**src/rtl/wb_regfile_if.sv**
```systemverilog
// EX <-> writeback handshake and forwarding read-port bundle.
// The EX stage drives the master side; the writeback/register file drives the slave side.
interface wb_regfile_if #(
  parameter int DATA_W = 16,
  parameter int SEL_W  = 3
);
  logic              ex_valid;
  logic              ex_ready;
  logic [DATA_W-1:0] ex_result;
  logic [SEL_W-1:0]  ex_dest;
  logic              ex_reg_we;
  logic [3:0]        ex_flags;
  logic              ex_flags_we;
  logic [SEL_W-1:0]  rd1_sel;
  logic [SEL_W-1:0]  rd2_sel;
  logic [DATA_W-1:0] rd1_data;
  logic [DATA_W-1:0] rd2_data;
  logic [3:0]        flags;

  modport master (
    output ex_valid, ex_result, ex_dest, ex_reg_we, ex_flags, ex_flags_we,
    output rd1_sel, rd2_sel,
    input  ex_ready, rd1_data, rd2_data, flags
  );

  modport slave (
    input  ex_valid, ex_result, ex_dest, ex_reg_we, ex_flags, ex_flags_we,
    input  rd1_sel, rd2_sel,
    output ex_ready, rd1_data, rd2_data, flags
  );
endinterface

```
**src/rtl/wb_regfile.sv**
```systemverilog
// Writeback stage: one-entry pending slot in front of the 8x16 register file and NZCV flags,
// with combinational forwarding of the pending result/flags back to EX.
module wb_regfile #(
  parameter int DATA_W = 16,
  parameter int NREG   = 8
) (
  input  logic        clk,
  input  logic        rst_n,
  wb_regfile_if.slave ex,
  input  logic        wb_hold,
  output logic        wb_valid,
  output logic [15:0] commit_count
);
  localparam int SEL_W = $clog2(NREG);

  logic [DATA_W-1:0] regs_r [NREG];
  logic [3:0]        flags_r;
  logic              p_v_r;
  logic [DATA_W-1:0] p_result_r;
  logic [SEL_W-1:0]  p_dest_r;
  logic              p_reg_we_r;
  logic [3:0]        p_flags_r;
  logic              p_flags_we_r;
  logic [15:0]       count_r;

  logic ready_s;
  logic accept_s;
  logic commit_s;

  // Handshake: a held slot blocks EX, otherwise commit and accept overlap with no bubble
  always_comb begin
    ready_s  = ~p_v_r | ~wb_hold;
    accept_s = ex.ex_valid & ready_s;
    commit_s = p_v_r & ~wb_hold;
  end

  // Pending slot, architectural registers, flags and retire counter
  always_ff @(posedge clk or negedge rst_n) begin
    if (!rst_n) begin
      for (int i = 0; i < NREG; i++) begin
        regs_r[i] <= {DATA_W{1'b0}};
      end
      flags_r      <= 4'b0000;
      p_v_r        <= 1'b0;
      p_result_r   <= {DATA_W{1'b0}};
      p_dest_r     <= {SEL_W{1'b0}};
      p_reg_we_r   <= 1'b0;
      p_flags_r    <= 4'b0000;
      p_flags_we_r <= 1'b0;
      count_r      <= 16'h0000;
    end else begin
      if (commit_s) begin
        if (p_reg_we_r) begin
          regs_r[p_dest_r] <= p_result_r;
        end
        if (p_flags_we_r) begin
          flags_r <= p_flags_r;
        end
        count_r <= count_r + 16'd1;
      end
      // A new entry overwrites the slot on the same edge the old one retires
      if (accept_s) begin
        p_v_r        <= 1'b1;
        p_result_r   <= ex.ex_result;
        p_dest_r     <= ex.ex_dest;
        p_reg_we_r   <= ex.ex_reg_we;
        p_flags_r    <= ex.ex_flags;
        p_flags_we_r <= ex.ex_flags_we;
      end else if (commit_s) begin
        p_v_r <= 1'b0;
      end
    end
  end

  // Forwarding: the slot shadows the register file until the edge that writes it back
  always_comb begin
    if (p_v_r && p_reg_we_r && (p_dest_r == ex.rd1_sel)) begin
      ex.rd1_data = p_result_r;
    end else begin
      ex.rd1_data = regs_r[ex.rd1_sel];
    end
    if (p_v_r && p_reg_we_r && (p_dest_r == ex.rd2_sel)) begin
      ex.rd2_data = p_result_r;
    end else begin
      ex.rd2_data = regs_r[ex.rd2_sel];
    end
    if (p_v_r && p_flags_we_r) begin
      ex.flags = p_flags_r;
    end else begin
      ex.flags = flags_r;
    end
  end

  assign ex.ex_ready    = ready_s;
  assign wb_valid       = p_v_r;
  assign commit_count   = count_r;
endmodule

```
**src/flat_wrapper.sv**
```systemverilog
// flat-port wrapper written by rule: the top's interface ports become plain ports
module wb_regfile_flat 
#(
  parameter int DATA_W = 16,
  parameter int NREG   = 8
)
  (clk, rst_n, wb_hold, wb_valid, commit_count, ex_ex_valid, ex_ex_result, ex_ex_dest, ex_ex_reg_we, ex_ex_flags, ex_ex_flags_we, ex_rd1_sel, ex_rd2_sel, ex_ex_ready, ex_rd1_data, ex_rd2_data, ex_flags);
  wb_regfile_if #(.DATA_W(DATA_W)) ex_i ();
  input  logic clk;
  input  logic rst_n;
  input  logic wb_hold;
  output logic wb_valid;
  output logic [15:0] commit_count;
  input wire logic [$bits(ex_i.ex_valid)-1:0] ex_ex_valid;
  input wire logic [$bits(ex_i.ex_result)-1:0] ex_ex_result;
  input wire logic [$bits(ex_i.ex_dest)-1:0] ex_ex_dest;
  input wire logic [$bits(ex_i.ex_reg_we)-1:0] ex_ex_reg_we;
  input wire logic [$bits(ex_i.ex_flags)-1:0] ex_ex_flags;
  input wire logic [$bits(ex_i.ex_flags_we)-1:0] ex_ex_flags_we;
  input wire logic [$bits(ex_i.rd1_sel)-1:0] ex_rd1_sel;
  input wire logic [$bits(ex_i.rd2_sel)-1:0] ex_rd2_sel;
  output wire logic [$bits(ex_i.ex_ready)-1:0] ex_ex_ready;
  output wire logic [$bits(ex_i.rd1_data)-1:0] ex_rd1_data;
  output wire logic [$bits(ex_i.rd2_data)-1:0] ex_rd2_data;
  output wire logic [$bits(ex_i.flags)-1:0] ex_flags;
  assign ex_i.ex_valid = ex_ex_valid;
  assign ex_i.ex_result = ex_ex_result;
  assign ex_i.ex_dest = ex_ex_dest;
  assign ex_i.ex_reg_we = ex_ex_reg_we;
  assign ex_i.ex_flags = ex_ex_flags;
  assign ex_i.ex_flags_we = ex_ex_flags_we;
  assign ex_i.rd1_sel = ex_rd1_sel;
  assign ex_i.rd2_sel = ex_rd2_sel;
  assign ex_ex_ready = ex_i.ex_ready;
  assign ex_rd1_data = ex_i.rd1_data;
  assign ex_rd2_data = ex_i.rd2_data;
  assign ex_flags = ex_i.flags;
  wb_regfile #(.DATA_W(DATA_W), .NREG(NREG)) u_core (.clk(clk), .rst_n(rst_n), .ex(ex_i), .wb_hold(wb_hold), .wb_valid(wb_valid), .commit_count(commit_count));
endmodule
```
**config.mk**
```make
export PLATFORM = sky130hd
export DESIGN_NAME = wb_regfile_flat
export DESIGN_NICKNAME = d
export VERILOG_FILES = /design/src/rtl/wb_regfile_if.sv /design/src/rtl/wb_regfile.sv /design/src/flat_wrapper.sv
export SDC_FILE = /design/constraint.sdc
export NUM_CORES = 1
export LEC_CHECK = 0
export BUFFER_PORTS_ARGS = -buffer_cell sky130_fd_sc_hd__buf_2
export CORE_MARGIN = 2
export CORE_UTILIZATION = 54
export DETAILED_ROUTE_END_ITERATION = 7
export PLACE_DENSITY = 0.81
export SYNTH_ARGS = -nofsm -noshare
export SYNTH_HDL_FRONTEND = slang
export SYNTH_SLANG_ARGS = --single-unit
export TNS_END_PERCENT = 50
```
**constraint.sdc**
```tcl
create_clock -name clk -period 1.75 [get_ports clk]
set_input_delay 0.175 -clock clk [delete_from_list [all_inputs] [get_ports clk]]
set_output_delay 0.175 -clock clk [all_outputs]
set_load 0.01 [all_outputs]
```
# == After elaboration in Yosys (flattened, before gate mapping) ==
# Cells that the tools add are included.
# classes
n_addsub,1
order_cmp,4
n_eq_ne,2
muxes,14
bitwise_logic,8
reduce_logical,8
# ops
op,count
$bwmux W128,1
$mux W16,7
$bmux W16 S3,2
$demux W16 S3,1
$add A16 B1 Y16 const B,1
$ge A4 B4 Y1 const B,3
$not A3 Y4,3
$eq A3 B3 Y1,2
$logic_and A1 B1 Y1,5
$lt A4 B1 Y1 const B,1
$mux W4,1
$reduce_and A2 Y1,2
$and A1 B1 Y1,2
$mux W1,2
$not A1 Y1,2
$reduce_bool A2 Y1,1
$or A1 B1 Y1,1
# word_totals
reg_bits,174
inputBits,35
elab_cells,53

# == Logic depth before layout (Yosys ltp) ==
# Gate-level depths: netlist of run 1.
# depth
word_depth,6
mapped_depth,7
ltp_nobuf,5

# == Worst setup path before layout of run 1 ==
# Ideal clock, no wire load.
# synth_timing
path_type,register -> output
startpoint,reg u_core.p_dest_r[2]
endpoint,out ex_rd2_data[10]
arrival_ns,1.656
slack_ns,-0.081
stages_incl_launch_ff,7
path_buffers,3
path_cell_list,dfrtp_1 > buf_2 > xor2_1 > or4_1 > clkbuf_2 > buf_6 > a21oi_1
# synth_via
elab_chain_cells,3
# synth_lines
element,line,rtl
from (decl),wb_regfile.sv:20,logic [SEL_W-1:0] p_dest_r;
from (signal assigned),wb_regfile.sv:46,p_dest_r <= {SEL_W{1'b0}};
from (signal assigned),wb_regfile.sv:65,p_dest_r <= ex.ex_dest;
$eq A3 B3 Y1,wb_regfile.sv:82,if (p_v_r && p_reg_we_r && (p_dest_r == ex.rd2_sel)) begin
$logic_and A1 B1 Y1,wb_regfile.sv:82,
$mux W16,wb_regfile.sv:82,
to (decl),flat_wrapper.sv:24,output wire logic [$bits(ex_i.rd2_data)-1:0] ex_rd2_data;
# No other way between the ends.

# == Worst setup path after layout of run 1 ==
# layout_timing
startpoint,reg u_core.p_dest_r[2]
endpoint,out ex_rd1_data[2]
# layout_via
elab_chain_cells,3
# layout_lines
element,line,rtl
$eq A3 B3 Y1,wb_regfile.sv:77,if (p_v_r && p_reg_we_r && (p_dest_r == ex.rd1_sel)) begin
$logic_and A1 B1 Y1,wb_regfile.sv:77,
$mux W16,wb_regfile.sv:77,
to (decl),flat_wrapper.sv:23,output wire logic [$bits(ex_i.rd1_data)-1:0] ex_rd1_data;
# No other way between the ends.

==> results by stage, run 1 <==
Floorplanning:
- The die is 133.6 µm tall.
- The standard cell core area is 16520 µm².
- The initial cell density of the core is 0.5488.
- The number of top-level design ports is 89.
- The row count is 47.
- The area enclosed by the die boundary is 17850 µm².
- The die is 133.6 µm wide.

Clock network:
- The number of H-tree branching levels is 4.
- The CTS tree is yes.
- After clock tree synthesis, the clock-pin slew on the worst setup and hold paths is 0.06 ns.
- The clock net in this run drives a total of 174 sinks.
- Clock latency on the worst-skew pair, taken at its later pin, is 0.43 ns.
- The clock tree root buffer cell is sky130_fd_sc_hd__clkbuf_16.
- The number of CTS-inserted buffers is 17.
- In this run the deepest clock path goes through 2 buffers.

Global route:
- The number of antenna violations at the first check in global routing is 0.
- For this run, the total global-route usage over all layers was measured as 0.2686.
- After global routing the overflow that remains totals 0.
- The maximum number of pins on one net before global-route repair is 57.
- The first global-routing pass estimated 36310 µm of wire.
- The number of global-route vias before repair is 6733.

Logic synthesis:
- The async set-or-reset flop fraction in the synthesized netlist is 1.000.
- For this run, the leading register cell type out of synthesis is sky130_fd_sc_hd__dfrtp_1.
- The fraction of the mapped netlist area in compound gates was 0.01807.
- The synthesized design contains 0 enable-type register cells.
- The sequential element share of the synthesized area is 0.4801.
- The post-synthesis adder-cell area fraction is 0.001380.
- The Yosys step of the flow raised 0 warnings.
- The mux cell area share after synthesis is 0.3954.
- The post-synthesis net count is 660.
- Counting flops and latches in the post-synthesis netlist gives 174.
- Synthesis handed over a netlist of 624 instances.
- The number of distinct library cell variants in the gate-level netlist after synthesis is 36.
- Each instance of the synthesized netlist takes up on average 14.53 µm².
- Of the total synthesized cell area, the portion taken by XOR and XNOR cells is 0.02028.
- The simple-gate share of the synthesized area is 0.04981.
- Summing every instance area after synthesis gives 9069 µm².
- The dominant combinational cell family by area after synthesis is multiplexers.

Worst setup path:
- Data arrives at the worst endpoint at 2.16 ns.
- The family with the most delay on the worst path is simple AND/OR/NAND/NOR gates.
- The start-to-end type of the worst setup path is flop to output port.
- Along the worst path, the maximum fanout reaches 18.
- The critical path goes through xor2_1, or4_4, buf_12, nor2_2, a21oi_2, buf_2.
- The highest cell delay on the worst timing path is 0.60 ns.
- The worst setup path is launched from a flop.
- The buffering stage count on the worst path with inverters included is 2.
- The slowest stage of the critical path belongs to the cell sky130_fd_sc_hd__or4_4.
- The worst setup path is captured at an output port.
- STA puts the critical path data required time at 1.57 ns.

Cells and area:
- Leaving out fill and tap cells, the most frequent cell in the layout is sky130_fd_sc_hd__dfrtp_1.
- In the layout the commonest cells are 174 x sky130_fd_sc_hd__dfrtp_1, 156 x sky130_fd_sc_hd__mux2_2, 74 x sky130_fd_sc_hd__buf_2.
- The diode insertion count for antenna repair is 0.
- Leaving out filler cells and counting taps, the final layout contains 996.
- The multi-input gate area in the final layout is 4857 µm².
- The number of fill cells is 1057.
- Relative to the synthesized area, the layout overhead comes to 29.39%.
- At the end of the flow, the number of nets in the layout was 801.
- The register area is 4354 µm².
- In the final layout, the share of cells above drive strength 1 is 0.6211.
- Once layout is complete, the utilization of the core stands at 0.7101.

Power:
- The total power of the final layout is 17050 µW.
- The peak supply drop is 1.069 mV.
- In this run the power density over the cells is 1453 nW/µm².
- For this design the static power due to leakage is 0.005162 µW.

Timing:
- Static timing analysis puts the maximum clock frequency at 428.7 MHz.
- Setup violations remaining at the end of the flow were counted as 36.
- The total count of hold-check failures in the final report is 0.
- The number of max-slew violations in the final report is 0.
- The headroom to the max-slew limit is 0.5951.
- Of the available clock period, the critical path in the final layout requires 1.333.
- The slew of the pin with the lowest slew margin is 0.6074 ns.
- Setup repair after global routing could not meet its margin everywhere.
- The worst clock skew is 0.005588 ns.
- The shortest period the worst path allows is 2.332 ns.
- The setup TNS is -17.02 ns.
- In the post-route analysis, the smallest setup slack over all paths is -0.5824 ns.

Status:
- The checks that failed: negative setup slack.
- The run finished, with violations left.

Hold path:
- The worst hold path belongs to the class primary input to flop.

Route:
- After detailed routing, the number of vias per cell comes to 6.032.
- The remaining antenna violation count is 0.
- The routed length per instance is 22.99 µm.
- Detailed routing inserted a total of 6008 vias.
- The wire length after detailed routing is 22890 µm.
- The number of design-rule violations left by the first detailed-router iteration is 400.
- The first-pass iteration count of the detailed router is 5.
- The final routed DRC violation total is 0.

Job:
- Max-cap violations in this run came to 0.

Place:
- The count of buffers from port buffering is 88.
- Once detailed placement completed, the half-perimeter wirelength came to 14410 µm.
- At the end of routability-driven placement, the weighted congestion stood at 0.7893.
- The count of placed standard cells including taps is 931.
- The worst setup slack before clock tree synthesis is -0.1472 ns.
state kept, by name, indices dropped and copies added (netlist names):
name,flops
u_core.commit_count,16
u_core.flags_r,4
u_core.p_flags_we_r,1
u_core.p_dest_r,3
u_core.p_result_r,16
u_core.regs_r,128
u_core.p_flags_r,4
u_core.wb_valid,1
u_core.p_reg_we_r,1
through the flow:
| step | hold WS [ns] | area (µm²) |
|---|---|---|
| final | 0.01687 | 11730 |
| after global routing | 0.01066 | 11730 |
| after CTS | 0.003392 | 11520 |
| after detailed placement | 0.2020 | 10530 |
| after global placement | 0.1875 | 10530 |
| after floorplan | -0.1206 | 9450 |
final timing paths:
kind | from | endpoint | slack (ns) | depth (start not counted)
min in group asynchronous | rst_n | u_core.regs_r[55] | 0.29 | 2
worst min-delay path | ex_ex_dest[0] | u_core.p_dest_r[0] | 0.02 | 2
worst max-delay path | u_core.p_dest_r[2] | ex_rd1_data[2] | -0.58 | 6
worst min register to register | u_core.commit_count[15] | u_core.commit_count[15] | 0.48 | 1
worst max register to register | u_core.p_dest_r[0] | u_core.regs_r[79] | -0.03 | 6
max in group asynchronous | rst_n | u_core.wb_valid | 0.82 | 3
timing repair:
action | in CTS | in global routing
cloned | 1 | 2
hold endpoints to repair | 75 | 0
pin swaps | 5 | 4
hold buffers | 26 | 0
buffers inserted | 6 | 1
setup endpoints to repair | 36 | 91
resized for setup | 27 | 32
synthesized netlist by cell type (3+ instances only):
cell / n / share of area
sky130_fd_sc_hd__mux2i_1: 32 / 0.035
sky130_fd_sc_hd__nand4_1: 3 / 0.0021
sky130_fd_sc_hd__xor2_1: 10 / 0.0097
sky130_fd_sc_hd__mux4_2: 64 / 0.16
sky130_fd_sc_hd__nor2_1: 36 / 0.015
sky130_fd_sc_hd__nand3_1: 5 / 0.0028
sky130_fd_sc_hd__buf_2: 20 / 0.011
sky130_fd_sc_hd__buf_4: 5 / 0.0041
sky130_fd_sc_hd__dfrtp_1: 174 / 0.48
sky130_fd_sc_hd__buf_6: 6 / 0.0074
sky130_fd_sc_hd__nand2_1: 12 / 0.0050
sky130_fd_sc_hd__a21oi_1: 31 / 0.017
sky130_fd_sc_hd__xnor2_1: 11 / 0.011
sky130_fd_sc_hd__mux2_1: 3 / 0.0037
sky130_fd_sc_hd__mux2_2: 159 / 0.20
sky130_fd_sc_hd__clkbuf_1: 26 / 0.011
kinds of logic after synthesis:
family / after synthesis
xor gates and xnor gates: 21
buffers and inverters: 60
adders and majority gates: 1
DFF: 174
and+or+nand+nor: 78
AOI/OAI and AO/OA: 32
muxes: 258
per-layer routing:
| layer | part of all wire | vias up | global-route usage | wire (µm) |
|---|---|---|---|---|
| met5 | 0 | - | 0 | 0 |
| met1 | 0.40 | 3178 | 0.3346 | 9146 |
| met2 | 0.53 | 199 | 0.4699 | 12170 |
| li1 | - | 2593 | - | - |
| met3 | 0.052 | 38 | 0.06050 | 1181 |
| met4 | 0.017 | 0 | 0.08392 | 399 |
final cells by class:
cell class | count | area share
clock buffer | 22 | 0.03956
clock inverter | 8 | 0.009810
inverter | 1 | 0.0003199
multi-input combinational | 390 | 0.4139
sequential | 174 | 0.3711
tap | 220 | 0.02346
timing repair buffer | 181 | 0.1418
power breakdown:
| part | total, µW | switching (µW) | leakage (µW) | internal [µW] |
|---|---|---|---|---|
| clock network | 3800 | 1510 | 0.000289 | 2290 |
| logic | 6140 | 2260 | 0.00269 | 3880 |
| registers | 7100 | 1450 | 0.00218 | 5650 |
Note: power is estimated with default switching activity, not from simulation.
==> inputs of run 2 (changes only) <==
Settings changed: SKIP_CTS_REPAIR_TIMING from default to 1.
==> run 2 against run 1 <==
Worst setup slack improved by 0.034 ns. Combinational power is 0.7% lower. Hold slack gained 0.0037 ns. Global-route usage decreased by 0.85 points. Critical endpoint is now ex_rd2_data[8]. Sequential share of layout area increased by 0.35 points. Power shrank 0.23%. The run still ends with negative setup slack left. Clock skew about the same. Largest power group unchanged. Sequential power is essentially flat. Critical path type unchanged. Fmax rose by 1.5%. Design area shrank 0.94%. Clock power is essentially flat. Flip-flop and latch count did not move.
==> results by stage, run 2 (synthesis gave the netlist of run 1 again) <==
Hold path:
- The path type of the worst min-delay path is primary input to flop.
- The startpoint identified for the worst hold timing path is ex_ex_dest[0].
- For hold timing, the worst endpoint is u_core.p_dest_r[0].
- The count of cells along the worst hold path is 2 (unchanged).

Cells and area:
- Compared with the post-synthesis result, the final layout area differs by 28.17%.
- The diode insertion count for antenna repair is 0 (unchanged).
- The flip-flop count of the largest register after layout is 128 (unchanged).
- The final instance area is 11620 µm² (-0.94%).
- The core utilization of the finished layout is 0.7034 (-0.006663).
- Leaving out fill and tap cells, the most frequent cells in the layout are 174 x sky130_fd_sc_hd__dfrtp_1, 155 x sky130_fd_sc_hd__mux2_2, 73 x sky130_fd_sc_hd__buf_2.
- Leaving out fill and tap cells, the most frequent cell in the layout is sky130_fd_sc_hd__dfrtp_1.
- The share of cells above drive strength 1 is 0.6164 (-0.004749).
- The post-route non-filler standard cell count is 989 (-0.70%).
- The number of nets in the layout came to 794 (-0.87%).
- u_core.regs_r holds more flip-flops than any other register.

Worst setup path:
- The critical path's slowest cell is sky130_fd_sc_hd__or4_4.
- The data arrival time of the critical path is 2.12 ns (-0.04 ns).
- The critical-path maximum fanout came to 10 (-8).
- The endpoint of the worst register-to-register path is u_core.regs_r[79].
- The highest cell delay on the worst timing path is 0.63 ns (+0.03 ns).
- The critical path goes through xor2_1, or4_4, buf_12, nor2_4, a21oi_4, buf_6.
- The worst path required time is 1.57 ns (about the same).
- The worst setup path is launched from a flop.
- The worst register-to-register path begins at u_core.wb_valid.
- The minimum setup slack among reg-to-reg paths is 0.02 ns (+0.05 ns).
- STA classifies the critical path endpoint as an output port.
- The cell count of the worst reg-to-reg path is 5 (-1).
- The critical path in this run is classified as flop to output port.

Status:
- The flow ran to the end, but the final reports show violations.
- The checks that failed: negative setup slack.

Route:
- The routed length per instance is 22.56 µm (-1.9%).
- The via count of the routed design came to 5949 (-0.98%).
- The final routed DRC violation total is 0 (unchanged).
- The number of design-rule violations left by the first detailed-router iteration is 360 (-10%).
- The wire length after detailed routing is 22310 µm (-2.5%).
- The first-pass iteration count of the detailed router was 4 (-1).
- The remaining antenna violation count is 0 (unchanged).
- The via-per-instance ratio is 6.015 (-0.28%).

Clock network:
- The number of H-tree branching levels is 4 (unchanged).
- In this run the clock root is driven by a sky130_fd_sc_hd__clkbuf_16.
- The post-CTS clock slew at the launch and capture registers of the worst setup and hold paths came to 0.06 ns (about the same).
- The total clock sinks is 174 (unchanged).
- TritonCTS built the clock tree.
- The deepest clock path buffer count is 2 (unchanged).
- The clock network latency to the later pin of the worst-skew pair was 0.43 ns (about the same).
- The number of CTS-inserted buffers was 17 (unchanged).

Place:
- The total cell area at the placement stage came to 10530 µm² (unchanged).
- The global placement routability congestion was 0.7893 (unchanged).
- The count of buffers from port buffering came to 88 (unchanged).
- The count of placed standard cells including taps came to 931 (unchanged).
- The HPWL after detailed placement is 14410 µm (unchanged).

Timing:
- The headroom to the max-slew limit was 0.5951 (about the same).
- The shortest period the worst path allows is 2.299 ns (-0.03382 ns).
- Setup repair after global routing could not meet its margin everywhere.
- The final worst-path cycle share is 1.313 (-0.01933).
- The worst clock skew is 0.005189 ns (-0.0003989 ns).
- The total count of hold-check failures in the final report was 0 (unchanged).
- The total of endpoints with negative setup slack in the final report is 32 (-11%).
- The worst setup margin was -0.5486 ns (+0.03382 ns).
- The setup TNS was -15.93 ns (+1.091 ns).
- The highest clock rate was 435.0 MHz (+1.5%).
- The number of max-slew violations in the final report is 0 (unchanged).
- The slew of the pin with the lowest slew margin came to 0.6073 ns (-0.00003523 ns).

Job:
- The count of max-cap constraint violations is 0 (unchanged).

Global route:
- In this run the most used layer during global routing was met2.
- The overflow left after global routing is 0 (unchanged).
- The global-route usage over all layers is 0.2602 (-0.008452).
- The maximum number of pins on one net before global-route repair is 57 (unchanged).
- The global routing met2 resource utilization is 0.4479 (-0.02205).
- The met3 track demand over resource in global routing is 0.06279 (+0.002283).
- The global-route wire length before repair is 35150 µm (-3.2%).
- The fraction of met1 tracks used by global routing came to 0.3272 (-0.007462).
- The number of antenna violations at the first check in global routing is 0 (unchanged).
- The number of global-route vias before repair came to 6518 (-3.2%).

Floorplanning:
- The floorplan die height is 133.6 µm (unchanged).
- The number of top-level design ports is 89 (unchanged).
- The die boundary width came to 133.6 µm (unchanged).
- The initial cell density of the core is 0.5488 (unchanged).
- The area enclosed by the die boundary is 17850 µm² (unchanged).
- The row count is 47 (unchanged).
- The standard cell core area is 16520 µm² (unchanged).

Power:
- The peak supply drop is 1.006 mV (-5.9%).
- The internal power consumption is 11810 µW (about the same).
- The fraction of power consumed by sequential logic is 0.418 (about the same).
- The power share of the combinational group is 0.359 (about the same).
- The part of the total power dissipated in the clock network is 0.223 (about the same).
- The net switching power of the design is 5196 µW (-0.54%).
- The fraction of power spent switching nets was 0.3056 (-0.0009605).
- The leakage power came to 0.005106 µW (-1.1%).
- The total power per unit cell area is 1463 nW/µm² (+0.72%).
[run 2: power by group through the flow]
stage               Clock (µW)  Sequential, µW  Combinational (µW)
floorplan                    0            6480                4380
global placement             0            6780                5490
detailed placement           0            7050                5720
CTS                       3850            7020                5760
global route              4050            7310                6510
finish                    3800            7110                6100
[run 2: per-stage QoR]
stage | power, µW | hold WS (ns) | setup slack, ns
6_report | 17010 | 0.02052 | -0.5486
5_1_grt | 17860 | 0.01109 | -0.6065
4_1_cts | 16640 | -0.2491 | -0.6062
3_5_place_dp | 12780 | 0.2020 | -0.1472
3_3_place_gp | 12280 | 0.1875 | -0.1052
2_1_floorplan | 10860 | -0.1206 | -0.04653
[run 2: metal layers]
metal | wire (µm) | vias to the layer above | part of all wire
li1 | - | 2572 | -
met1 | 8896 | 3169 | 0.40
met2 | 11780 | 175 | 0.53
met3 | 1287 | 33 | 0.058
met4 | 350 | 0 | 0.016
met5 | 0 | - | 0
[run 2: final cells by class]
class / count / area (µm²)
inverters: 1 / 3.754
fillers: 1088 / 4901
multi-input cells: 390 / 4855
repair buffers: 174 / 1556
flip-flops and latches: 174 / 4354
well taps: 220 / 275.3
clock buffers: 22 / 464.2
clock inverters: 8 / 115.1
[run 2: worst max path at each step]
stage,end,cells past startpoint,start,slack (ns)
2_1_floorplan,ex_rd2_data[10],6,u_core.p_dest_r[2],-0.05
3_3_place_gp,ex_rd2_data[15],6,ex_rd2_sel[0],-0.11
3_5_place_dp,ex_rd2_data[8],6,u_core.p_dest_r[2],-0.15
4_1_cts,ex_rd2_data[8],6,u_core.p_dest_r[2],-0.61
5_1_grt,ex_rd2_data[13],6,u_core.p_dest_r[0],-0.61
6_report,ex_rd2_data[8],6,u_core.p_dest_r[0],-0.55
[run 2: critical path, delay by kind of cell (launching register included)]
| kind | cells | cell delay [ns] |
|---|---|---|
| AOI/OAI and AO/OA | 1 | 0.04 |
| xor gates and xnor gates | 1 | 0.15 |
| buffers and inverters | 2 | 0.33 |
| DFF | 1 | 0.41 |
| and+or+nand+nor | 2 | 0.75 |
==> inputs of run 3 (changes only) <==
Settings changed: BUFFER_PORTS_ARGS -buffer_cell sky130_fd_sc_hd__buf_2 to -buffer_cell sky130_fd_sc_hd__buf_4.
==> run 3 against run 2 <==
The flow still finishes with violations (negative setup slack). Non-clock buffer count decreased by 6. Sequential share of layout area decreased by 0.12 points. Via count decreased by 2.1%. Design area increased by 0.33%. Critical path depth unchanged. Fmax increased by 0.45%. Combinational power increased by 2%. Hold slack got worse by 0.0098 ns. First-iteration DRC count decreased by 14%. Critical endpoint is now ex_rd2_data[11]. Largest power group unchanged. Highest routed layer unchanged.
==> results by stage, run 3 (synthesis gave the netlist of run 1 again) <==
Timing:
- The total of endpoints with negative setup slack in the final report was 32 (unchanged).
- The shortest period the worst path allows came to 2.288 ns (-0.01024 ns).
- The worst setup margin is -0.5384 ns (+0.01024 ns).
- The worst clock skew is 0.01341 ns (+0.008221 ns).
- The total count of hold-check failures in the final report is 0 (unchanged).
- The slew of the pin with the lowest slew margin is 0.6104 ns (+0.003035 ns).
- The final worst-path cycle share was 1.308 (-0.005851).
- The headroom to the max-slew limit was 0.5931 (-0.002024).
- The number of max-slew violations in the final report is 0 (unchanged).
- Setup repair after global routing could not meet its margin everywhere.
- The highest clock rate is 437.0 MHz (+0.45%).

Global route:
- The met3 track demand over resource in global routing came to 0.05479 (-0.007991).
- The global-route usage over all layers came to 0.2544 (-0.005762).
- The global routing met2 resource utilization is 0.4430 (-0.004868).
- The overflow left after global routing came to 0 (unchanged).
- The number of antenna violations at the first check in global routing was 0 (unchanged).
- The fraction of met1 tracks used by global routing is 0.3207 (-0.006443).
- After global routing, the most crowded layer is met2.
- The maximum number of pins on one net before global-route repair is 59 (+3.5%).
- The global-route wire length before repair came to 34050 µm (-3.1%).
- The number of global-route vias before repair is 6260 (-4.0%).

Clock network:
- The CTS tree is yes.
- The clock network latency to the later pin of the worst-skew pair is 0.44 ns (about the same).
- The deepest clock path buffer count came to 2 (unchanged).
- The total clock sinks is 174 (unchanged).
- The number of H-tree branching levels is 4 (unchanged).
- Clock tree synthesis selected as its root buffer the cell sky130_fd_sc_hd__clkbuf_16.
- The post-CTS clock slew at the launch and capture registers of the worst setup and hold paths is 0.06 ns (about the same).
- The number of CTS-inserted buffers is 17 (unchanged).

Worst setup path:
- The critical-path maximum fanout is 11 (+1).
- The worst register-to-register path begins at u_core.p_dest_r[1].
- The start-to-end type of the worst setup path is flop to output port.
- The critical path goes through buf_6, xor2_2, or4_4, buf_12, a21oi_4, buf_6.
- The cell count of the worst reg-to-reg path came to 6 (+1).
- STA classifies the critical path startpoint as a flop.
- The most frequent cell on the critical path is sky130_fd_sc_hd__buf_6.
- The critical path's slowest cell is sky130_fd_sc_hd__or4_4.
- STA classifies the critical path endpoint as an output port.
- The highest cell delay on the worst timing path is 0.49 ns (-0.14 ns).
- The endpoint identified for the worst register-to-register timing path is u_core.regs_r[16].
- The worst path required time is 1.57 ns (about the same).
- The data arrival time of the critical path is 2.11 ns (about the same).
- The minimum setup slack among reg-to-reg paths is 0.03 ns (about the same).

Hold path:
- The path with the worst hold slack has its endpoint at u_core.p_dest_r[0].
- The worst hold path belongs to the class primary input to flop.
- The startpoint of the most critical hold path is ex_ex_dest[0].
- The count of cells along the worst hold path is 2 (unchanged).

Cells and area:
- The top cell types in the final layout, fill and taps aside, are 174 x sky130_fd_sc_hd__dfrtp_1, 155 x sky130_fd_sc_hd__mux2_2, 105 x sky130_fd_sc_hd__buf_4.
- The most frequent standard cell in the layout excluding fill and tap cells is sky130_fd_sc_hd__dfrtp_1.
- The number of nets in the layout was 788 (-0.76%).
- The number of fill cells is 1032 (-5.1%).
- The flip-flop count of the largest register after layout is 128 (unchanged).
- The share of cells above drive strength 1 came to 0.6078 (-0.008542).
- More flip-flops sit in one register than any other, and that register is u_core.regs_r.
- The diode insertion count for antenna repair is 0 (unchanged).
- The synthesis-to-finish area growth is 28.60%.

Route:
- The final routed DRC violation total is 0 (unchanged).
- The remaining antenna violation count was 0 (unchanged).
- The wire length after detailed routing is 21680 µm (-2.8%).
- The routed length per instance came to 22.01 µm (-2.4%).
- The number of design-rule violations left by the first detailed-router iteration is 310 (-14%).
- The first-pass iteration count of the detailed router is 4 (unchanged).
- The via count of the routed design is 5822 (-2.1%).
- The via-per-instance ratio is 5.911 (-1.7%).

Floorplanning:
- The standard cell core area is 16520 µm² (unchanged).
- The row count is 47 (unchanged).
- The floorplan die height is 133.6 µm (unchanged).
- The initial cell density of the core is 0.5488 (unchanged).
- The area enclosed by the die boundary is 17850 µm² (unchanged).
- The number of top-level design ports was 89 (unchanged).
- The die boundary width came to 133.6 µm (unchanged).

Power:
- The total power of the final layout is 17090 µW (+0.46%).
- The total power per unit cell area is 1465 nW/µm² (+0.13%).
- The leakage power is 0.005081 µW (-0.51%).
- The peak supply drop was 0.8952 mV (-11%).

Status:
- The checks that failed: negative setup slack.
- The run finished, with violations left.

Place:
- The HPWL after detailed placement is 14290 µm (-0.85%).
- The global placement routability congestion is 0.8355 (+5.9%).
- The count of buffers from port buffering is 88 (unchanged).
- The worst setup slack before clock tree synthesis came to -0.1370 ns (+0.01015 ns).

Job:
- The count of max-cap constraint violations is 0 (unchanged).
-- run 3: cell count changes in the layout (fill, tap and decap cells not counted), moves of 2 or more --
| cell | previous run | this run |
|---|---|---|
| sky130_fd_sc_hd__buf_2 | 73 | 0 |
| sky130_fd_sc_hd__buf_4 | 33 | 105 |
| sky130_fd_sc_hd__buf_12 | 24 | 18 |
| sky130_fd_sc_hd__nor2_4 | 18 | 15 |
| sky130_fd_sc_hd__clkbuf_1 | 3 | 6 |
| sky130_fd_sc_hd__nor2_1 | 8 | 10 |
-- run 3: metal layers --
layer / vias up / share of wire
met5: - / 0
met4: 0 / 0.013
met3: 27 / 0.052
met2: 164 / 0.54
met1: 3056 / 0.40
li1: 2575 / -
-- run 3: report_power, final --
part	internal (µW)	switching [µW]	total (µW)
Clock	2310	1510	3820
Sequential	5650	1370	7020
Combinational	4040	2200	6240
Total	12000	5080	17100
-- run 3: how the worst max path moves through the flow --
stage / from / endpoint / slack, ns / cells after the start
4_1_cts: u_core.p_dest_r[2] / ex_rd1_data[15] / -0.61 / 6
3_3_place_gp: u_core.p_dest_r[2] / ex_rd1_data[12] / -0.08 / 6
2_1_floorplan: u_core.p_dest_r[2] / ex_rd2_data[10] / -0.05 / 6
3_5_place_dp: u_core.p_dest_r[2] / ex_rd1_data[15] / -0.14 / 6
6_report: u_core.p_dest_r[1] / ex_rd2_data[11] / -0.54 / 6
5_1_grt: u_core.p_dest_r[2] / ex_rd1_data[12] / -0.60 / 6
-- run 3: worst max-delay path: cells and delay by family, from the launching register on --
kind | cells | cell delay, ns
compound gates | 1 | 0.17
xor+xnor | 1 | 0.13
simple gates | 1 | 0.49
buf+inv | 3 | 0.46
flops | 1 | 0.42
-- run 3: cell type report --
cell class | instances | area [µm²] | share of cell area
flip-flops and latches | 174 | 4354 | 0.3734
clock buffers | 25 | 475.5 | 0.04077
clock inverters | 7 | 110.1 | 0.009441
well taps | 220 | 275.3 | 0.02360
multi-input cells | 390 | 4821 | 0.4134
repair buffers | 168 | 1623 | 0.1391
inverters | 1 | 3.754 | 0.0003219
-- run 3: metrics by stage --
step / util / cell area [µm²] / hold slack (ns) / TNS [ns] / std cells
finish: 0.7058 / 11660 / 0.01069 / -16.26 / 985
global route: 0.7058 / 11660 / 0.004400 / -18.57 / 985
CTS: 0.6812 / 11260 / -0.2552 / -18.66 / 959
detailed placement: 0.6458 / 10670 / 0.2010 / -3.345 / 927
global placement: 0.6458 / 10670 / 0.1878 / -1.908 / 927
floorplan: - / 9450 / -0.1206 / -1.229 / 624
